**config.mk**
```make
export PLATFORM = sky130hd
export DESIGN_NAME = axi_lite_regfile
export DESIGN_NICKNAME = d
export VERILOG_FILES = /design/src/rtl/axi_lite_regfile.sv
export SDC_FILE = /design/constraint.sdc
export NUM_CORES = 1
export LEC_CHECK = 0
export ABC_AREA = 1
export CAP_MARGIN = 10
export CORE_ASPECT_RATIO = 0.6
export CORE_MARGIN = 8
export CORE_UTILIZATION = 40
export CTS_CLUSTER_SIZE = 10
export DETAILED_ROUTE_END_ITERATION = 10
export GPL_ROUTABILITY_DRIVEN = 0
export PLACE_DENSITY_LB_ADDON = 0.08
export SLEW_MARGIN = 40
export SYNTH_ARGS = -nofsm -noshare
export SYNTH_HDL_FRONTEND = slang
export SYNTH_SLANG_ARGS = --single-unit
```
**constraint.sdc**
```tcl
create_clock -name s_axi_aclk -period 2.05 [get_ports s_axi_aclk]
set_input_delay 0.41 -clock s_axi_aclk [delete_from_list [all_inputs] [get_ports s_axi_aclk]]
set_output_delay 0.41 -clock s_axi_aclk [all_outputs]
set_load 0.02 [all_outputs]
```
**src/rtl/axi_lite_regfile.sv**
```systemverilog
// AXI4-Lite slave with two RW control registers and two RO status registers
// (SUM, WCOUNT) in a 16-byte window at BASE_ADDR.
module axi_lite_regfile #(
    parameter int                    DATA_WIDTH = 32,
    parameter int                    ADDR_WIDTH = 8,
    parameter logic [ADDR_WIDTH-1:0] BASE_ADDR  = '0
) (
    input  logic                    s_axi_aclk,
    input  logic                    s_axi_aresetn,
    input  logic [ADDR_WIDTH-1:0]   s_axi_awaddr,
    input  logic                    s_axi_awvalid,
    output logic                    s_axi_awready,
    input  logic [DATA_WIDTH-1:0]   s_axi_wdata,
    input  logic [DATA_WIDTH/8-1:0] s_axi_wstrb,
    input  logic                    s_axi_wvalid,
    output logic                    s_axi_wready,
    output logic [1:0]              s_axi_bresp,
    output logic                    s_axi_bvalid,
    input  logic                    s_axi_bready,
    input  logic [ADDR_WIDTH-1:0]   s_axi_araddr,
    input  logic                    s_axi_arvalid,
    output logic                    s_axi_arready,
    output logic [DATA_WIDTH-1:0]   s_axi_rdata,
    output logic [1:0]              s_axi_rresp,
    output logic                    s_axi_rvalid,
    input  logic                    s_axi_rready,
    output logic [DATA_WIDTH-1:0]   ctrl0_o,
    output logic [DATA_WIDTH-1:0]   ctrl1_o
);

    localparam int STRB_W = DATA_WIDTH / 8;

    typedef enum logic [1:0] {WR_COLLECT, WR_COMMIT, WR_RESP} wr_state_t;

    wr_state_t               wr_state, wr_state_n;
    logic                    aw_held, aw_held_n, w_held, w_held_n;
    logic [ADDR_WIDTH-1:0]   aw_addr;
    logic [DATA_WIDTH-1:0]   w_data;
    logic [STRB_W-1:0]       w_strb;
    logic [DATA_WIDTH-1:0]   ctrl0, ctrl1, wcount, sum, rd_val;
    logic                    aw_hs, w_hs, b_hs, ar_hs, r_hs, rvalid_n;
    logic [2:0]              wr_dec, rd_dec;
    logic                    wr_ok;

    // {valid, register index}: valid means in-window and word-aligned
    function automatic logic [2:0] decode(input logic [ADDR_WIDTH-1:0] addr);
        logic [ADDR_WIDTH:0] a, lo, hi;
        logic [1:0]          idx;
        a   = {1'b0, addr};
        lo  = {1'b0, BASE_ADDR};
        hi  = lo + (ADDR_WIDTH+1)'(15);
        idx = 2'((addr - BASE_ADDR) >> 2);
        return {(a >= lo) && (a <= hi) && (addr[1:0] == 2'b00), idx};
    endfunction

    function automatic logic [DATA_WIDTH-1:0] merge(input logic [DATA_WIDTH-1:0] old,
                                                    input logic [DATA_WIDTH-1:0] data,
                                                    input logic [STRB_W-1:0]     strb);
        logic [DATA_WIDTH-1:0] r;
        r = old;
        for (int i = 0; i < STRB_W; i++)
            if (strb[i]) r[8*i +: 8] = data[8*i +: 8];
        return r;
    endfunction

    assign aw_hs  = s_axi_awvalid && s_axi_awready;
    assign w_hs   = s_axi_wvalid && s_axi_wready;
    assign b_hs   = s_axi_bvalid && s_axi_bready;
    assign ar_hs  = s_axi_arvalid && s_axi_arready;
    assign r_hs   = s_axi_rvalid && s_axi_rready;
    assign sum    = ctrl0 + ctrl1;
    assign wr_dec = decode(aw_addr);
    assign rd_dec = decode(s_axi_araddr);
    assign wr_ok  = wr_dec[2] && !wr_dec[1];
    assign ctrl0_o = ctrl0;
    assign ctrl1_o = ctrl1;

    always_comb begin
        rd_val = '0;
        case (rd_dec[1:0])
            2'd0:    rd_val = ctrl0;
            2'd1:    rd_val = ctrl1;
            2'd2:    rd_val = sum;
            default: rd_val = wcount;
        endcase
    end

    always_comb begin
        wr_state_n = wr_state;
        aw_held_n  = aw_held;
        w_held_n   = w_held;
        rvalid_n   = ar_hs ? 1'b1 : (r_hs ? 1'b0 : s_axi_rvalid);
        case (wr_state)
            WR_COLLECT: begin
                if (aw_hs) aw_held_n = 1'b1;
                if (w_hs)  w_held_n  = 1'b1;
                if (aw_held_n && w_held_n) wr_state_n = WR_COMMIT;
            end
            WR_COMMIT: wr_state_n = WR_RESP;
            WR_RESP: begin
                if (b_hs) begin
                    wr_state_n = WR_COLLECT;
                    aw_held_n  = 1'b0;
                    w_held_n   = 1'b0;
                end
            end
            default: wr_state_n = WR_COLLECT;
        endcase
    end

    always_ff @(posedge s_axi_aclk or negedge s_axi_aresetn) begin
        if (!s_axi_aresetn) begin
            wr_state      <= WR_COLLECT;
            aw_held       <= 1'b0;
            w_held        <= 1'b0;
            aw_addr       <= '0;
            w_data        <= '0;
            w_strb        <= '0;
            ctrl0         <= '0;
            ctrl1         <= '0;
            wcount        <= '0;
            s_axi_awready <= 1'b0;
            s_axi_wready  <= 1'b0;
            s_axi_bvalid  <= 1'b0;
            s_axi_bresp   <= 2'b00;
            s_axi_arready <= 1'b0;
            s_axi_rvalid  <= 1'b0;
            s_axi_rresp   <= 2'b00;
            s_axi_rdata   <= '0;
        end else begin
            wr_state      <= wr_state_n;
            aw_held       <= aw_held_n;
            w_held        <= w_held_n;
            // Ready flags are registered from next state so they never glitch high in reset
            s_axi_awready <= (wr_state_n == WR_COLLECT) && !aw_held_n;
            s_axi_wready  <= (wr_state_n == WR_COLLECT) && !w_held_n;
            s_axi_arready <= !rvalid_n;
            s_axi_rvalid  <= rvalid_n;
            if (aw_hs) aw_addr <= s_axi_awaddr;
            if (w_hs) begin
                w_data <= s_axi_wdata;
                w_strb <= s_axi_wstrb;
            end
            if (wr_state == WR_COMMIT) begin
                if (wr_ok) begin
                    if (wr_dec[0]) ctrl1 <= merge(ctrl1, w_data, w_strb);
                    else           ctrl0 <= merge(ctrl0, w_data, w_strb);
                    wcount      <= wcount + DATA_WIDTH'(1);
                    s_axi_bresp <= 2'b00;
                end else begin
                    s_axi_bresp <= 2'b10;
                end
                s_axi_bvalid <= 1'b1;
            end else if (b_hs) begin
                s_axi_bvalid <= 1'b0;
            end
            // Reads see pre-commit register values on a shared edge
            if (ar_hs) begin
                s_axi_rdata <= rd_dec[2] ? rd_val : '0;
                s_axi_rresp <= rd_dec[2] ? 2'b00 : 2'b10;
            end
        end
    end

endmodule

```
# Yosys cells after proc, flatten, opt, wreduce, memory -nomap -nowiden
# Cells that the tools add are included.
# W data, S select, Z words.
# classes
magnitude_cmp,2
bitwise,1
n_mux,19
n_reduce_logical,30
n_addsub,2
n_eq_ne,4
# ops
op,count
$pmux W32 S3,1
$add A32 B1 Y32 const B,1
$add A32 B32 Y32,1
$mux W32,1
$reduce_and A4 Y1,8
$le A8 B4 Y1 const B,2
$logic_and A1 B1 Y1,11
$logic_not A2 Y1,5
$mux W1,10
$mux W2,4
$pmux W2 S3,1
$eq A2 B1 Y1 const B,2
$eq A2 B2 Y1 const B,2
$logic_not A1 Y1,4
$pmux W1 S2,2
$reduce_and A2 Y1,1
$reduce_bool A2 Y1,1
$not A1 Y1,1
# totals
inputBits,59
out_inout_bits,105
wordCells,81
ff_bits,185

# Logic depth before layout (Yosys ltp)
# Gate-level depths: netlist of the first run.
# depth
ltp_word,8
mapped_depth,15
mapped_depth_nobuf,15

# Worst setup path before layout of the first run
# No wires, ideal clock.
# synth_path
path_type,register to register
startpoint,"register ctrl1[0], in the netlist ctrl1_o[0]"
endpoint,register s_axi_rdata[16]
t_arrival_ns,1.970
period_less_slack_ns,2.087
path_slack_ns,-0.037
setup_ns,0.116
stages_incl_launch_ff,14
required_ns,1.934
path_buffers,0
path_cell_list,dfrtp_1 -> ha_1 -> inv_1 -> fa_1 -> nor2_1 -> nor2_1 -> o21ai_0 -> nand3_1 -> nand2_1 -> nand2_1 -> nand3_1 -> nand2_1 -> nand2_1 -> nand2_1
# synth_between
elab_chain_len,3
# synth_lines
element,line,rtl
"start, declared",40,"logic [DATA_WIDTH-1:0] ctrl0, ctrl1, wcount, sum, rd_val;"
"start signal, assigned",146,"if (wr_dec[0]) ctrl1 <= merge(ctrl1, w_data, w_strb);"
$add A32 B32 Y32,71,assign sum = ctrl0 + ctrl1;
$pmux W32 S3,80,case (rd_dec[1:0])
$mux W32,159,s_axi_rdata <= rd_dec[2] ? rd_val : '0;
"end signal, assigned",159,
"end, declared",23,"output logic [DATA_WIDTH-1:0] s_axi_rdata,"
# Every way passes these cells.
# A chain may end at the register's enable or synchronous reset.

# Worst setup path in the final report of the first run
# layout_path
startpoint,"register ctrl1[6], in the netlist ctrl1_o[6]"
endpoint,output port ctrl1_o[6]
# layout_rtl
element,line,rtl
"end, declared",28,output logic [DATA_WIDTH-1:0] ctrl1_o
# No word-level cell between the ends.

==> results by group, run 1 <==
Yosys
  – Mapped Area: approximately 11000 sq um
  – Yosys Warn Count: 0
  – Synthesized area per cell: approximately 7.2 sq um
  – Seq/Total Area, Yosys: 43.5%
  – Count of mapped cells out of synthesis: between 1000 and 1500
  – Synth unique cells: 36
  – Register bit total from synthesis: about 180

Timing
  – RSZ-0062 raised after global routing: yes
  – Least-Margin Pin Slew: 0.594 ns
  – Clock Skews: roughly 0.017 ns
  – Final Max Tran Viols: 0
  – Final Cycle Share: around 98%
  – Max-slew headroom: just over 60%
  – Final hold violations: 0
  – Setup violations, final: 0
  – Maximum clock frequency: around 0.50 GHz
  – Min Tclk post-route: 2.01 ns

Global route
  – Largest net degree at the start of global routing: between 70 and 80
  – Number of global-route vias before repair: roughly 10000
  – Congestion Overflow GR: 0
  – Antenna violations before repair: 1
  – First-pass GRT wire length: 55400 microns
  – GRT Util Overall: between 20% and 30%

Power
  – Power per standard cell area: a little under 800 nW/um^2
  – Max VDD drop: between 0.0004 and 0.0005 V
  – P_leak: about 7.8 nW

Layout
  – Antenna cells: 0
  – Final #Nets: ~1800
  – Final Non-Filler Cells: about 2100
  – Commonest cells after routing, fill and taps aside: 451 x nand2_1, 190 x inv_1, 180 x dfrtp_1, 129 x clkdlybuf4s50_1, 115 x nor2_1
  – Leading cell type in the layout, fill and taps excluded: nand2_1
  – Syn-to-layout area delta: 40.7%
  – Final Util: between 50% and 60%
  – Layout cells sized above 1: roughly 17%

Critical path
  – R2R cell count: 15
  – Slowest-stage cell, CP: clkdlybuf4s50_1
  – CP arrival: around 1.6 ns
  – Startpoint Class: flop
  – Critical path's largest stage delay: 0.60 ns
  – Crit path kind: reg2out
  – Crit Path Max Fanout: 3
  – Critical Path RT: roughly 1.6 ns
  – Crit. End Element: primary output
  – Worst path cell trace: buf_4, clkdlybuf4s50_1

CTS
  – CTS tree: built
  – Cts bufs inserted: 17
  – CTS clk-pin slew, worst paths: 0.07 ns
  – Max Buffers Root-to-Sink: 2
  – Root Buffer: clkbuf_16
  – Clk Latency, worst-skew pair: 0.45 ns
  – CTS H-tree lvls: 4
  – Sink Count: ~180

Placed design
  – HPWL Detailed: around 28000 microns
  – Placed cell count: 2061
  – Port buffer count: roughly 160

Routing
  – Drt pass-1 iters: 5
  – Final wirelength: approximately 35000 microns
  – Routed len/inst: 16.9 microns
  – DR vias: between 10000 and 15000
  – Drt first-iter violations: 874
  – Vias per inst: 4.94
  – DRC viols: 0
  – Antenna Nets Post-Route: 0

Floorplan
  – Die Y: roughly 140 microns
  – Die footprint: ~32000 sq um
  – Initial Utilization: just over 40%
  – Core ar.: around 26000 sq um
  – Row cnt: 46
  – IO Count: between 150 and 200
  – Chip width: around 230 microns

Job
  – Max-capacitance violation count: 0

Status
  – Status: completed

Worst hold path
  – Min-delay worst type: in2async
[final timing paths]
| path | startpoint | to | slack, ns |
|---|---|---|---|
| setup / recovery | ctrl1_o[6] | ctrl1_o[6] | 0.04 |
| hold / removal | s_axi_aresetn | w_data[7] | 0.38 |
| setup reg to reg | ctrl1_o[0] | s_axi_rdata[20] | 0.05 |
| hold reg to reg | s_axi_rvalid | s_axi_arready | 0.47 |
| max in group asynchronous | s_axi_aresetn | s_axi_rdata[31] | 0.98 |
| min in group s_axi_aclk | s_axi_rvalid | s_axi_arready | 0.47 |
[worst max-delay path, delay by kind of cell, from the launching register on]
| family | cells | cell delay [ns] |
|---|---|---|
| buffers and inverters | 2 | 0.75 |
| flip-flops | 1 | 0.40 |
[registers in the layout, summed over array words and instances (netlist names), 2 cells and up]
register     cells
w_strb           4
wcount          32
wr_state         2
w_data          32
ctrl0_o         32
ctrl1_o         32
aw_addr          8
s_axi_rdata     32
[report_power, final]
| part | internal, W | switching (W) | total [W] | leakage, nW |
|---|---|---|---|---|
| Clock | 0.00233 | 0.00151 | 0.00384 | 0.324 |
| Combinational | 0.00126 | 0.00171 | 0.00297 | 5.11 |
| Sequential | 0.00422 | 0.000356 | 0.00458 | 2.40 |
| Total | 0.00781 | 0.00358 | 0.0114 | 7.83 |
[logic make-up (layout without fill, tap and decap cells)]
| group | Yosys count | after routing | synth area share (%) |
|---|---|---|---|
| muxes | 7 | 7 | 0.749 |
| xor gates and xnor gates | 31 | 31 | 2.58 |
| and+or+nand+nor | 749 | 749 | 28.8 |
| adders and majority gates | 33 | 33 | 3.99 |
| buffers and inverters | 244 | 515 | 8.82 |
| AOI/OAI and AO/OA | 216 | 216 | 11.5 |
| other | 1 | 2 | 0.0356 |
| DFF | 183 | 183 | 43.5 |
[cells in the mapped netlist, drive strengths merged]
cell type	count	area, sq um
mux2	7	78.8
nand3b	7	52.6
nand2	486	1830
ha	32	400
dfrtp	183	4580
clkbuf	37	139
fa	1	20.0
o211ai	11	82.6
nand4	11	75.1
o21ai	97	485
o2111ai	1	8.76
a21oi	80	400
nand3	78	390
xor2	30	263
nor2	137	517
a21boi	1	7.51
conb	1	3.75
a32o	2	20.0
a21o	1	7.51
nor3	24	131
a221oi	20	175
inv	202	758
o21bai	3	22.5
nor4	1	6.26
or2	5	31.3
xnor2	1	8.76
buf	5	31.3
[metal layers]
layer	track usage [%]	wire length (microns)
met4	4.91	459
met5	0	10
met2	28.7	13500
met3	6.76	3040
met1	34.9	18300
[per-stage QoR]
step / setup slack (ns) / cell area [sq um] / TNS, ns / power, W / hold slack [ns]
4_1_cts: 0.00305 / 14100 / 0 / 0.0113 / 0.358
2_1_floorplan: 0.0575 / 10500 / 0 / 0.00606 / 0.114
3_3_place_gp: -0.455 / 13400 / -4.51 / 0.00738 / 0.280
6_report: 0.0389 / 14800 / 0 / 0.0114 / 0.381
3_5_place_dp: -0.474 / 13400 / -4.88 / 0.00743 / 0.285
5_1_grt: -0.0708 / 14800 / -0.250 / 0.0120 / 0.386
[repair_timing]
action | in CTS | in global routing
endpoints found under the setup margin | 16 | 46
hold buffers | 1 | 0
pin swaps | 0 | 22
buffers inserted | 0 | 3
resized for setup | 8 | 170
hold endpoints to repair | 19 | 0
[layout make-up]
type / instances / area (sq um)
Clock inverter: 13 / 239
Timing Repair Buffer: 282 / 2690
Inverter: 202 / 758
Multi-Input combinational cell: 1038 / 5660
Sequential cell: 183 / 4580
Fill cell: 2482 / 11300
Clock buffer: 18 / 439
Tap cell: 360 / 450
(Power assumes the default switching activity.)
==> inputs of run 2 (changes only) <==
CORE_UTILIZATION = 30   (was 40)
==> run 2 against run 1 <==
The flow now finishes with violations (setup timing). Routed wire length grew 9.5%. Critical path depth grew 6. Sequential power is essentially flat. Critical endpoint is now s_axi_rdata[20].
==> results by group, run 2 (synthesis gave the netlist of run 1 again) <==
Layout
  – Final #Nets: between 1500 and 2000
  – Final Cell Area: between 15000 and 20000 sq um
  – Layout cells sized above 1: a little under a fifth
  – Final Non-Filler Cells: about 2200
  – Leading cell type in the layout, fill and taps excluded: nand2_1
  – Final Util: 43.6%
  – Commonest cells after routing, fill and taps aside: 446 x nand2_1, 192 x inv_1, 183 x dfrtp_1, 144 x buf_4, 123 x clkdlybuf4s50_1
  – Fill count: ~3600
  – Syn-to-layout area delta: 44.0%

Routing
  – DR vias: between 10000 and 15000
  – Final wirelength: 38700 microns
  – DRC viols: 0
  – Antenna Nets Post-Route: 0
  – Routed len/inst: 17.3 microns
  – Drt pass-1 iters: 8
  – Vias per inst: ~4.7
  – Drt first-iter violations: roughly 750

Timing
  – Least-Margin Pin Slew: around 0.76 ns
  – Final hold violations: 0
  – Clock Skews: around 0.011 ns
  – Setup violations, final: 1
  – Final Max Tran Viols: 0
  – RSZ-0062 raised after global routing: yes
  – Max-slew headroom: between 40% and 50%
  – Final Cycle Share: 101%
  – Setup ws final: -0.0103 ns
  – Min Tclk post-route: around 2.1 ns
  – Maximum clock frequency: roughly 0.49 GHz

Global route
  – GRT Util Overall: a little under a fifth
  – First-pass GRT wire length: about 60000 microns
  – Congestion Overflow GR: 0
  – Number of global-route vias before repair: between 10000 and 15000
  – Largest net degree at the start of global routing: 67
  – Antenna violations before repair: 1

Power
  – P_leak: 8.15 nW
  – Power Total: approximately 0.011 W
  – Max VDD drop: about 0.00058 V
  – Power per standard cell area: 728 nW/um^2

Critical path
  – Critical Path RT: ~2.4 ns
  – Reg2Reg Capture Point: s_axi_rdata[20]
  – R2R cell count: 15
  – Crit path kind: in2reg
  – R2R Setup Slk: roughly 0.06 ns
  – Startpoint Class: input pin
  – Crit. End Element: flop
  – Crit Path Max Fanout: 20
  – Worst reg2reg path startpoint: ctrl1_o[0]
  – CP arrival: about 2.4 ns

CTS
  – Max Buffers Root-to-Sink: 2
  – Clk Latency, worst-skew pair: roughly 0.45 ns
  – Root Buffer: clkbuf_16
  – Cts bufs inserted: 17
  – CTS clk-pin slew, worst paths: 0.07 ns
  – CTS tree: built
  – CTS H-tree lvls: 4
  – Sink Count: between 150 and 200

Floorplan
  – IO Count: around 160
  – Die footprint: 41500 sq um
  – Core ar.: 34800 sq um
  – Row cnt: 53
  – Initial Utilization: a little under a third
  – Chip width: ~260 microns
  – Die Y: around 160 microns

Placed design
  – Port buffer count: approximately 160
  – HPWL Detailed: around 31000 microns
  – Placed cell count: 2200
  – Cell Area, Placed: about 14000 sq um

Status
  – Status: finished, violations left
  – Failing checks: setup timing

Job
  – Max-capacitance violation count: 0

Worst hold path
  – Min-delay worst type: in2async
-- run 2: cell count changes in the layout (fill, tap and decap cells not counted), moves of 4 or more --
cell / previous run / this run
dlymetal6s2s_1: 29 / 35
ha_4: 21 / 17
o21ai_2: 0 / 4
clkdlybuf4s50_1: 129 / 123
bufinv_16: 6 / 2
nand2_1: 451 / 446
buf_4: 112 / 144
ha_2: 3 / 9
-- run 2: layout make-up --
type,count,area [sq um],share of cell area (%)
clock buffers,19,443,2.92
well taps,467,584,3.85
clock inverters,13,145,0.957
repair buffers,318,3010,19.9
flip-flops and latches,183,4580,30.2
inverters,202,758,5.00
multi-input cells,1038,5640,37.2
diodes,1,2.50,0.0165
-- run 2: report_power, final --
group | total (W) | switching (W) | internal, W
registers | 0.00456 | 0.000336 | 0.00422
logic | 0.00311 | 0.00179 | 0.00132
clock network | 0.00337 | 0.00153 | 0.00184
-- run 2: critical path: stages --
cell and delay [ns]:
clkdlybuf4s50_1 0.56, nand2_1 0.14, inv_1 0.06, buf_4 0.24, a221oi_1 0.65, nand2_2 0.15, nand2_1 0.11, nand2_1 0.06
-- run 2: stage by stage --
step                 TNS, ns  setup WS, ns  hold WS [ns]
floorplan                  0        0.0575         0.114
global placement       -4.78        -0.427         0.420
detailed placement     -4.85        -0.444         0.421
CTS                 -0.00506      -0.00506         0.485
global route          -0.452        -0.168         0.503
finish               -0.0103       -0.0103         0.481
-- run 2: metal layers --
metal | track usage (%) | part of all wire [%] | up-vias
met3 | 3.63 | 5.0 | 13
met1 | 29.6 | 55 | 5046
met2 | 25.0 | 40 | 225
met5 | 0 | 0 | -
met4 | 3.21 | 0.75 | 0
li1 | - | - | 5242
-- run 2: timing repair --
action,CTS,global route
endpoints found under the setup margin,20,45
hold endpoints to repair,45,0
buffers inserted,0,7
hold buffers,1,0
resized for setup,17,171
pin swaps,1,30
-- run 2: how the worst max path moves through the flow --
stage	slack, ns	depth (start not counted)	start	endpoint
after global placement	-0.43	8	s_axi_araddr[2]	s_axi_rdata[15]
after CTS	-0.005	13	ctrl0_o[8]	s_axi_rdata[21]
final	-0.01	8	s_axi_araddr[2]	s_axi_rdata[20]
after floorplan	0.06	13	ctrl1_o[0]	s_axi_rdata[16]
after detailed placement	-0.44	9	s_axi_araddr[3]	s_axi_rdata[15]
after global routing	-0.17	9	s_axi_araddr[3]	s_axi_rdata[20]
